`config.mk`:
```
export PLATFORM = sky130hd
export DESIGN_NAME = spi_slave_byte_flat
export DESIGN_NICKNAME = d
export VERILOG_FILES = /design/src/rtl/spi_slave_byte_if.sv /design/src/rtl/spi_slave_byte.sv /design/src/flat_wrapper.sv
export SDC_FILE = /design/constraint.sdc
export NUM_CORES = 1
export LEC_CHECK = 0
export BUFFER_PORTS_ARGS = -buffer_cell sky130_fd_sc_hd__buf_2
export CELL_PAD_IN_SITES_DETAIL_PLACEMENT = 0
export CELL_PAD_IN_SITES_GLOBAL_PLACEMENT = 2
export CORE_MARGIN = 5
export CORE_UTILIZATION = 42
export DETAILED_ROUTE_END_ITERATION = 8
export PLACE_DENSITY_LB_ADDON = 0.1
export SYNTH_ARGS = -nofsm -noshare
export SYNTH_HDL_FRONTEND = slang
export SYNTH_SLANG_ARGS = --single-unit
```
`constraint.sdc`:
```
create_clock -name clk -period 5 [get_ports clk]
set_input_delay 0.25 -clock clk [delete_from_list [all_inputs] [get_ports clk]]
set_output_delay 0.25 -clock clk [all_outputs]
set_load 0.1 [all_outputs]
```
`src/rtl/spi_slave_byte_if.sv`:
```
// Pin and local-side signals of the byte-wide SPI slave.
// The slave modport is the responder itself; master is the SPI master plus local logic.
interface spi_slave_byte_if;
  logic       cpol;
  logic       cpha;
  logic       ss;
  logic       sclk;
  logic       mosi;
  logic       miso;
  logic       miso_oe;
  logic [7:0] dataIn;
  logic       load;
  logic [7:0] dataOut;
  logic       rx_valid;
  logic       busy;
  logic       tx_empty;
  logic       underrun;

  modport slave (
    input  cpol, cpha, ss, sclk, mosi, dataIn, load,
    output miso, miso_oe, dataOut, rx_valid, busy, tx_empty, underrun
  );

  modport master (
    output cpol, cpha, ss, sclk, mosi, dataIn, load,
    input  miso, miso_oe, dataOut, rx_valid, busy, tx_empty, underrun
  );
endinterface

```
`src/rtl/spi_slave_byte.sv`:
```
// Byte-oriented SPI slave, all four CPOL/CPHA modes, with oversampled pins.
// A tx holding register is consumed at every byte start; received bytes are posted with a pulse.
module spi_slave_byte (
  input  logic              clk,
  input  logic              reset,
  spi_slave_byte_if.slave   bus
);
  typedef enum logic {IDLE = 1'b0, SHIFT = 1'b1} state_e;

  state_e     state_q, state_d;
  logic [2:0] sclk_sync_q, sclk_sync_d;
  logic [2:0] ss_sync_q, ss_sync_d;
  logic [1:0] mosi_sync_q, mosi_sync_d;
  logic       cpol_q, cpol_d;
  logic       cpha_q, cpha_d;
  logic [2:0] cnt_q, cnt_d;
  logic [7:0] rx_sr_q, rx_sr_d;
  logic [7:0] tx_sr_q, tx_sr_d;
  logic [7:0] hold_q, hold_d;
  logic [7:0] dout_q, dout_d;
  logic       rx_valid_q, rx_valid_d;
  logic       tx_empty_q, tx_empty_d;
  logic       underrun_q, underrun_d;
  logic       start_pend_q, start_pend_d;

  logic sclk_rise, sclk_fall, ss_fall, ss_rise;
  logic lead_edge, trail_edge, samp_edge, drv_edge;
  logic byte_start;
  logic [7:0] rx_next;

  // Bit [0] is s1, [1] is s2, [2] is s3; edges compare s2 against s3.
  assign sclk_rise  = sclk_sync_q[1] & ~sclk_sync_q[2];
  assign sclk_fall  = ~sclk_sync_q[1] & sclk_sync_q[2];
  assign ss_fall    = ~ss_sync_q[1] & ss_sync_q[2];
  assign ss_rise    = ss_sync_q[1] & ~ss_sync_q[2];
  assign lead_edge  = cpol_q ? sclk_fall : sclk_rise;
  assign trail_edge = cpol_q ? sclk_rise : sclk_fall;
  assign samp_edge  = cpha_q ? trail_edge : lead_edge;
  assign drv_edge   = cpha_q ? lead_edge : trail_edge;
  assign rx_next    = {rx_sr_q[6:0], mosi_sync_q[1]};

  always_comb begin
    state_d      = state_q;
    sclk_sync_d  = {sclk_sync_q[1:0], bus.sclk};
    ss_sync_d    = {ss_sync_q[1:0], bus.ss};
    mosi_sync_d  = {mosi_sync_q[0], bus.mosi};
    cpol_d       = cpol_q;
    cpha_d       = cpha_q;
    cnt_d        = cnt_q;
    rx_sr_d      = rx_sr_q;
    tx_sr_d      = tx_sr_q;
    hold_d       = hold_q;
    dout_d       = dout_q;
    rx_valid_d   = 1'b0;
    tx_empty_d   = tx_empty_q;
    underrun_d   = underrun_q;
    start_pend_d = 1'b0;
    byte_start   = 1'b0;

    case (state_q)
      IDLE: begin
        cnt_d = 3'd0;
        // Any sclk edge seen in the same cycle as the select is dropped here.
        if (ss_fall) begin
          state_d    = SHIFT;
          cpol_d     = bus.cpol;
          cpha_d     = bus.cpha;
          byte_start = 1'b1;
        end
      end
      SHIFT: begin
        if (ss_rise) begin
          state_d = IDLE;
          cnt_d   = 3'd0;
        end else begin
          byte_start = start_pend_q;
          if (samp_edge) begin
            rx_sr_d = rx_next;
            cnt_d   = cnt_q + 3'd1;
            if (cnt_q == 3'd7) begin
              dout_d       = rx_next;
              rx_valid_d   = 1'b1;
              start_pend_d = 1'b1;
            end
          end else if (drv_edge && cnt_q != 3'd0) begin
            // A drive edge at count 0 would discard the freshly loaded MSB:
            // the first leading edge with cpha=1, or the last trailing edge with cpha=0.
            tx_sr_d = {tx_sr_q[6:0], 1'b0};
          end
        end
      end
      default: state_d = IDLE;
    endcase

    if (bus.load) begin
      hold_d     = bus.dataIn;
      tx_empty_d = 1'b0;
      underrun_d = 1'b0;
    end

    // The consume sees the pre-load holding value; a same-cycle load stays pending.
    if (byte_start) begin
      if (!tx_empty_q) begin
        tx_sr_d = hold_q;
        if (!bus.load) tx_empty_d = 1'b1;
      end else begin
        tx_sr_d    = 8'hFF;
        underrun_d = 1'b1;
      end
    end
  end

  always_ff @(posedge clk or posedge reset) begin
    if (reset) begin
      state_q      <= IDLE;
      sclk_sync_q  <= 3'b000;
      ss_sync_q    <= 3'b000;
      mosi_sync_q  <= 2'b00;
      cpol_q       <= 1'b0;
      cpha_q       <= 1'b0;
      cnt_q        <= 3'd0;
      rx_sr_q      <= 8'h00;
      tx_sr_q      <= 8'h00;
      hold_q       <= 8'h00;
      dout_q       <= 8'h00;
      rx_valid_q   <= 1'b0;
      tx_empty_q   <= 1'b1;
      underrun_q   <= 1'b0;
      start_pend_q <= 1'b0;
    end else begin
      state_q      <= state_d;
      sclk_sync_q  <= sclk_sync_d;
      ss_sync_q    <= ss_sync_d;
      mosi_sync_q  <= mosi_sync_d;
      cpol_q       <= cpol_d;
      cpha_q       <= cpha_d;
      cnt_q        <= cnt_d;
      rx_sr_q      <= rx_sr_d;
      tx_sr_q      <= tx_sr_d;
      hold_q       <= hold_d;
      dout_q       <= dout_d;
      rx_valid_q   <= rx_valid_d;
      tx_empty_q   <= tx_empty_d;
      underrun_q   <= underrun_d;
      start_pend_q <= start_pend_d;
    end
  end

  assign bus.miso     = (state_q == SHIFT) & tx_sr_q[7];
  assign bus.miso_oe  = (state_q == SHIFT);
  assign bus.busy     = (state_q == SHIFT) && (cnt_q != 3'd0);
  assign bus.dataOut  = dout_q;
  assign bus.rx_valid = rx_valid_q;
  assign bus.tx_empty = tx_empty_q;
  assign bus.underrun = underrun_q;
endmodule

```
`src/flat_wrapper.sv`:
```
// flat-port wrapper written by rule: the top's interface ports become plain ports
module spi_slave_byte_flat 
  (clk, reset, bus_cpol, bus_cpha, bus_ss, bus_sclk, bus_mosi, bus_dataIn, bus_load, bus_miso, bus_miso_oe, bus_dataOut, bus_rx_valid, bus_busy, bus_tx_empty, bus_underrun);
  spi_slave_byte_if bus_i ();
  input  logic clk;
  input  logic reset;
  input wire logic [$bits(bus_i.cpol)-1:0] bus_cpol;
  input wire logic [$bits(bus_i.cpha)-1:0] bus_cpha;
  input wire logic [$bits(bus_i.ss)-1:0] bus_ss;
  input wire logic [$bits(bus_i.sclk)-1:0] bus_sclk;
  input wire logic [$bits(bus_i.mosi)-1:0] bus_mosi;
  input wire logic [$bits(bus_i.dataIn)-1:0] bus_dataIn;
  input wire logic [$bits(bus_i.load)-1:0] bus_load;
  output wire logic [$bits(bus_i.miso)-1:0] bus_miso;
  output wire logic [$bits(bus_i.miso_oe)-1:0] bus_miso_oe;
  output wire logic [$bits(bus_i.dataOut)-1:0] bus_dataOut;
  output wire logic [$bits(bus_i.rx_valid)-1:0] bus_rx_valid;
  output wire logic [$bits(bus_i.busy)-1:0] bus_busy;
  output wire logic [$bits(bus_i.tx_empty)-1:0] bus_tx_empty;
  output wire logic [$bits(bus_i.underrun)-1:0] bus_underrun;
  assign bus_i.cpol = bus_cpol;
  assign bus_i.cpha = bus_cpha;
  assign bus_i.ss = bus_ss;
  assign bus_i.sclk = bus_sclk;
  assign bus_i.mosi = bus_mosi;
  assign bus_i.dataIn = bus_dataIn;
  assign bus_i.load = bus_load;
  assign bus_miso = bus_i.miso;
  assign bus_miso_oe = bus_i.miso_oe;
  assign bus_dataOut = bus_i.dataOut;
  assign bus_rx_valid = bus_i.rx_valid;
  assign bus_busy = bus_i.busy;
  assign bus_tx_empty = bus_i.tx_empty;
  assign bus_underrun = bus_i.underrun;
  spi_slave_byte u_core (.clk(clk), .reset(reset), .bus(bus_i));
endmodule
```
Word level (Yosys, flattened, before mapping)
Index checks and enable logic that the tools add are counted.
- add/subtract/negate cells: 1
- equal/unequal tests: 4
- multiplexer cells: 29
- bitwise operators: 11
- reductions and logical operators: 9
- operator list (operator ; number):
    8-bit 2-to-1 mux ; 6
    1-bit 2-to-1 mux ; 18
    4-bit AND reduction ; 2
    3-bit 2-to-1 mux ; 2
    1-bit NOT ; 6
    3-bit case mux with 2 select lines ; 1
    1-bit AND ; 5
    2-bit != test (second input constant) ; 2
    1-bit case mux with 2 select lines ; 2
    2-bit nonzero test ; 2
    3-bit by 1-bit adder with 3-bit output (second input constant) ; 1
    3-bit == test (second input constant) ; 1
    3-bit != test (second input constant) ; 1
    3-bit AND reduction ; 1
    3-bit nonzero test ; 1
    1-bit logical AND ; 2
    2-bit AND reduction ; 1
- register bits after elaboration: 48
- bits of input ports: 16
- output and inout port bits: 14
- word-level logic and storage cells: 68

Depth between registers and ports, before layout
- depth in word-level cells: 10
- mapped depth: 6
- gate-level depth less buffers: 6

Least setup slack after synthesis
No wires, ideal clock.
- path kind: reg-to-output
- from: register u_core.state_q, in the netlist u_core.bus.miso_oe
- to: output bus_busy
- arrival: 1886 ps
- required time: 4750 ps
- slack: 2864 ps
- stages on the path, launching flop included: 2
- path buffers: 0
- cells stage by stage: dfrtp_1 -> and2_1
- longest elaborated chain between the ends: 1
- ends and longest elaborated chain (item ; RTL line ; RTL):
    start, declared ; spi_slave_byte.sv:10 ; state_e state_q, state_d;
    start signal, assigned ; spi_slave_byte.sv:131 ; state_q <= state_d;
    1-bit logical AND ; spi_slave_byte.sv:151 ; assign bus.busy = (state_q == SHIFT) && (cnt_q != 3'd0);
    end, declared ; flat_wrapper.sv:18 ; output wire logic [$bits(bus_i.busy)-1:0] bus_busy;
Every way passes these cells.

Worst setup path in the final report
- from: register u_core.cpol_q
- to: register u_core.dout_q[2], in the netlist u_core.bus.dataOut[2]
- longest elaborated chain between the ends: 3
- elaborated cells between the ends (all ways): 4
- classes of those cells: 3 x mux; 1 x reduce/logical
- ends and longest elaborated chain (item ; RTL line ; RTL):
    start, declared ; spi_slave_byte.sv:14 ; logic cpol_q, cpol_d;
    start signal, assigned ; spi_slave_byte.sv:135 ; cpol_q <= cpol_d;
    1-bit 2-to-1 mux, on equally long branches ; spi_slave_byte.sv:36, spi_slave_byte.sv:37 ;
    1-bit 2-to-1 mux (*) ; spi_slave_byte.sv:38 ; assign samp_edge = cpha_q ? trail_edge : lead_edge;
    4-bit AND reduction (no source line) (*) ; -- ;
    end signal, assigned ; spi_slave_byte.sv:141 ; dout_q <= dout_d;
    end, declared ; spi_slave_byte.sv:20 ; logic [7:0] dout_q, dout_d;
Mark *: on every way between the ends. The rest lies on a longest branch, timed or not.
A chain may end at the register's enable or synchronous reset.

==> reports/qor.csv <==
stage,metric,value,unit
drt,wl_per_cell,14.6,um
sta,maxSlewHeadroom,0.350,
clock_tree,clk_latency,290,ps
global_routing,grt_pass1_vias,1209,
final_layout,area_delta_synth_final,14.4,%
drt,first_pass_iters,4,
sta,rsz0062_at_grt,no,
logic_synthesis,synth_top_cell_by_area,dfrtp_1,
global_routing,overflow,0,
logic_synthesis,synth_seq_cells,48,
floorplan,die_area,6300,sq um
setup_path,crit_required,5180,ps
clock_tree,cts-resized-gates,0,
place,place_ws,3080,ps
power,powerDensity,398,nW/um^2
sta,timing.final.ws_setup,3060,ps
floorplan,initial_core_util,0.431,
min_path,min_path_type,in2reg,
logic_synthesis,synth_top_cell_area_share,0.582,
floorplan,core,4690,sq um
sta,timing.fmax,515,MHz
logic_synthesis,synth.area.top_cells,"dfrtp_1 58%, mux2_4 12%, mux2_2 5.6%, nor2_1 3.2%, ha_1 1.9%",
logic_synthesis,synth-seq-area-share,0.595,
setup_path,crit_path_end_kind,register,
floorplan,die_x,79.4,um
final_layout,final_layout_size_suffix_gt1_frac,0.393,
logic_synthesis,synthTopCellsByCount,"47 x dfrtp_1, 17 x nor2_1, 16 x mux2_4",
clock_tree,ctsHoldBuffers,0,
clock_tree,cts.sinks,48,
place,port_buffers,29,
clock_tree,ctsRootBufferMaster,clkbuf_8,
sta,hold_viol,0,
sta,fin_skew,5.46,ps
clock_tree,cts_tree,yes,
global_routing,grt_use_total,0.121,
floorplan,ioPinCount,30,
power,ir_drop,0.255,mV
global_routing,grt_pass1_wl,5820,um
logic_synthesis,synth_nets,163,
drt,drt-total-wl,3390,um
drt,drtAntennaViolNets,0,
drt,viasPerCell,4.98,
logic_synthesis,yosys.cell_types.count,32,
logic_synthesis,yosysMostFrequentCell,dfrtp_1,
floorplan,rows,25,
logic_synthesis,synthCells,144,
global_routing,antenna_found_initial,0,
clock_tree,cts_setup_buffers,0,
drt,drc,0,
sta,setup_viol,0,
logic_synthesis,synth_ff_type,dfrtp_1,
sta,min_period,1940,ps
clock_tree,clockBufferDepth,2,
setup_path,start_kind,register,
clock_tree,h-tree-depth,2,
logic_synthesis,synth_warnings,0,
sta,min_period_over_period,0.389,
power,power.leakage,0.00115,uW
sta,drv_slew,0,
drt,drt_iter0_drc,38,
setup_path,cp.arrival,2120,ps
setup_path,path_class,reg2reg,
global_routing,grt_max_degree,49,
logic_synthesis,netlist_area,2020,sq um
logic_synthesis,syn_avg_cell_area,14.0,sq um
place,gp_congestion,0.718,
final_layout,antenna_cells,0,
job,drv_cap,0,
logic_synthesis,async_flop_share,1.00,
floorplan,die_y,79.4,um
clock_tree,cts.clk_slew.worst_paths,80,ps
power,fin_total_pwr,921,uW
sta,finalSetupTns,0,ps
drt,num_vias,1156,
place,dp_hpwl,2380,um
logic_synthesis,synth-edff-count,0,
sta,worstMarginPinSlew,973,ps
run_status,status,completed,
clock_tree,cts_buffers,5,
setup_path,cp_max_fo,9,
final_layout,nNetsFinal,196,
-- final timing paths --
path / from / to / slack (ps) / depth (start not counted)
setup reg to reg: u_core.cpol_q / u_core.bus.dataOut[2] / 3060 / 5
hold / removal: bus_mosi / u_core.mosi_sync_q[0] / 60 / 1
max in group asynchronous: reset / u_core.cnt_q[0] / 4220 / 2
min in group asynchronous: reset / u_core.mosi_sync_q[0] / 180 / 2
setup / recovery: u_core.cpol_q / u_core.bus.dataOut[2] / 3060 / 5
hold reg to reg: u_core.ss_sync_q[0] / u_core.ss_sync_q[1] / 350 / 0
-- state kept, by name (all words and copies together) (netlist names), 2 cells and up --
name and count:
u_core.cnt_q 3, u_core.sclk_sync_q 3, u_core.rx_sr_q 7, u_core.mosi_sync_q 2, u_core.tx_sr_q 8, u_core.bus.dataOut 8, u_core.hold_q 8, u_core.ss_sync_q 3
-- cells by family (layout without fill, tap and decap cells) --
kind of cell	after synthesis	in the layout	share of synthesized area
DFF	48	48	0.595
and+or+nand+nor	33	33	0.0904
adders and majority gates	4	4	0.0235
AOI/OAI and AO/OA	14	14	0.0470
buffers and inverters	10	44	0.0192
muxes	33	33	0.213
xor gates and xnor gates	2	2	0.0124
-- routing by layer --
layer	global-route usage	routed length (um)
met3	0.0372	186
met1	0.164	1590
met5	0	0
met2	0.178	1550
met4	0.0515	58
-- report_power, final --
| group | switching (uW) | leakage [uW] | internal, uW |
|---|---|---|---|
| registers | 45.5 | 0.000589 | 454 |
| logic | 96.3 | 0.000518 | 95.4 |
| clock network | 117 | 0.0000455 | 113 |
-- layout by cell type, fill, tap and decap left out, types with 2 or more instances in the layout --
master / count
dfrtp_1: 47
buf_2: 29
nor2_1: 17
mux2_4: 16
mux2_2: 10
inv_1: 6
a21oi_1: 6
clkbuf_8: 6
nor3_1: 4
mux2i_1: 3
mux2_1: 3
a221oi_1: 3
ha_1: 3
o21ai_2: 2
and2_1: 2
nand3_1: 2
clkbuf_1: 2
-- critical path: stages, from the launching register on --
cell and delay [ps]:
dfrtp_1 420, xnor2_2 240, mux2i_2 550, nor2_8 150, nand2_8 160, mux2_4 310
-- final cells by class --
cell class                 instances  area [sq um]
fill                             428          2380
sequential                        48          1200
multi-input combinational         86           781
timing repair buffer              29           145
clock buffer                       8          90.1
tap                               54          67.6
inverter                           7          26.3
-- through the flow --
stage | hold slack (ps) | area, sq um | instances | utilization
4_1_cts | 45.1 | 2310 | 232 | 0.493
5_1_grt | 41.9 | 2310 | 232 | 0.493
3_3_place_gp | 334 | 2220 | 224 | 0.474
6_report | 59.4 | 2310 | 232 | 0.493
2_1_floorplan | 281 | 2020 | 144 | -
3_5_place_dp | 335 | 2220 | 224 | 0.474
(Power assumes the default switching activity.)
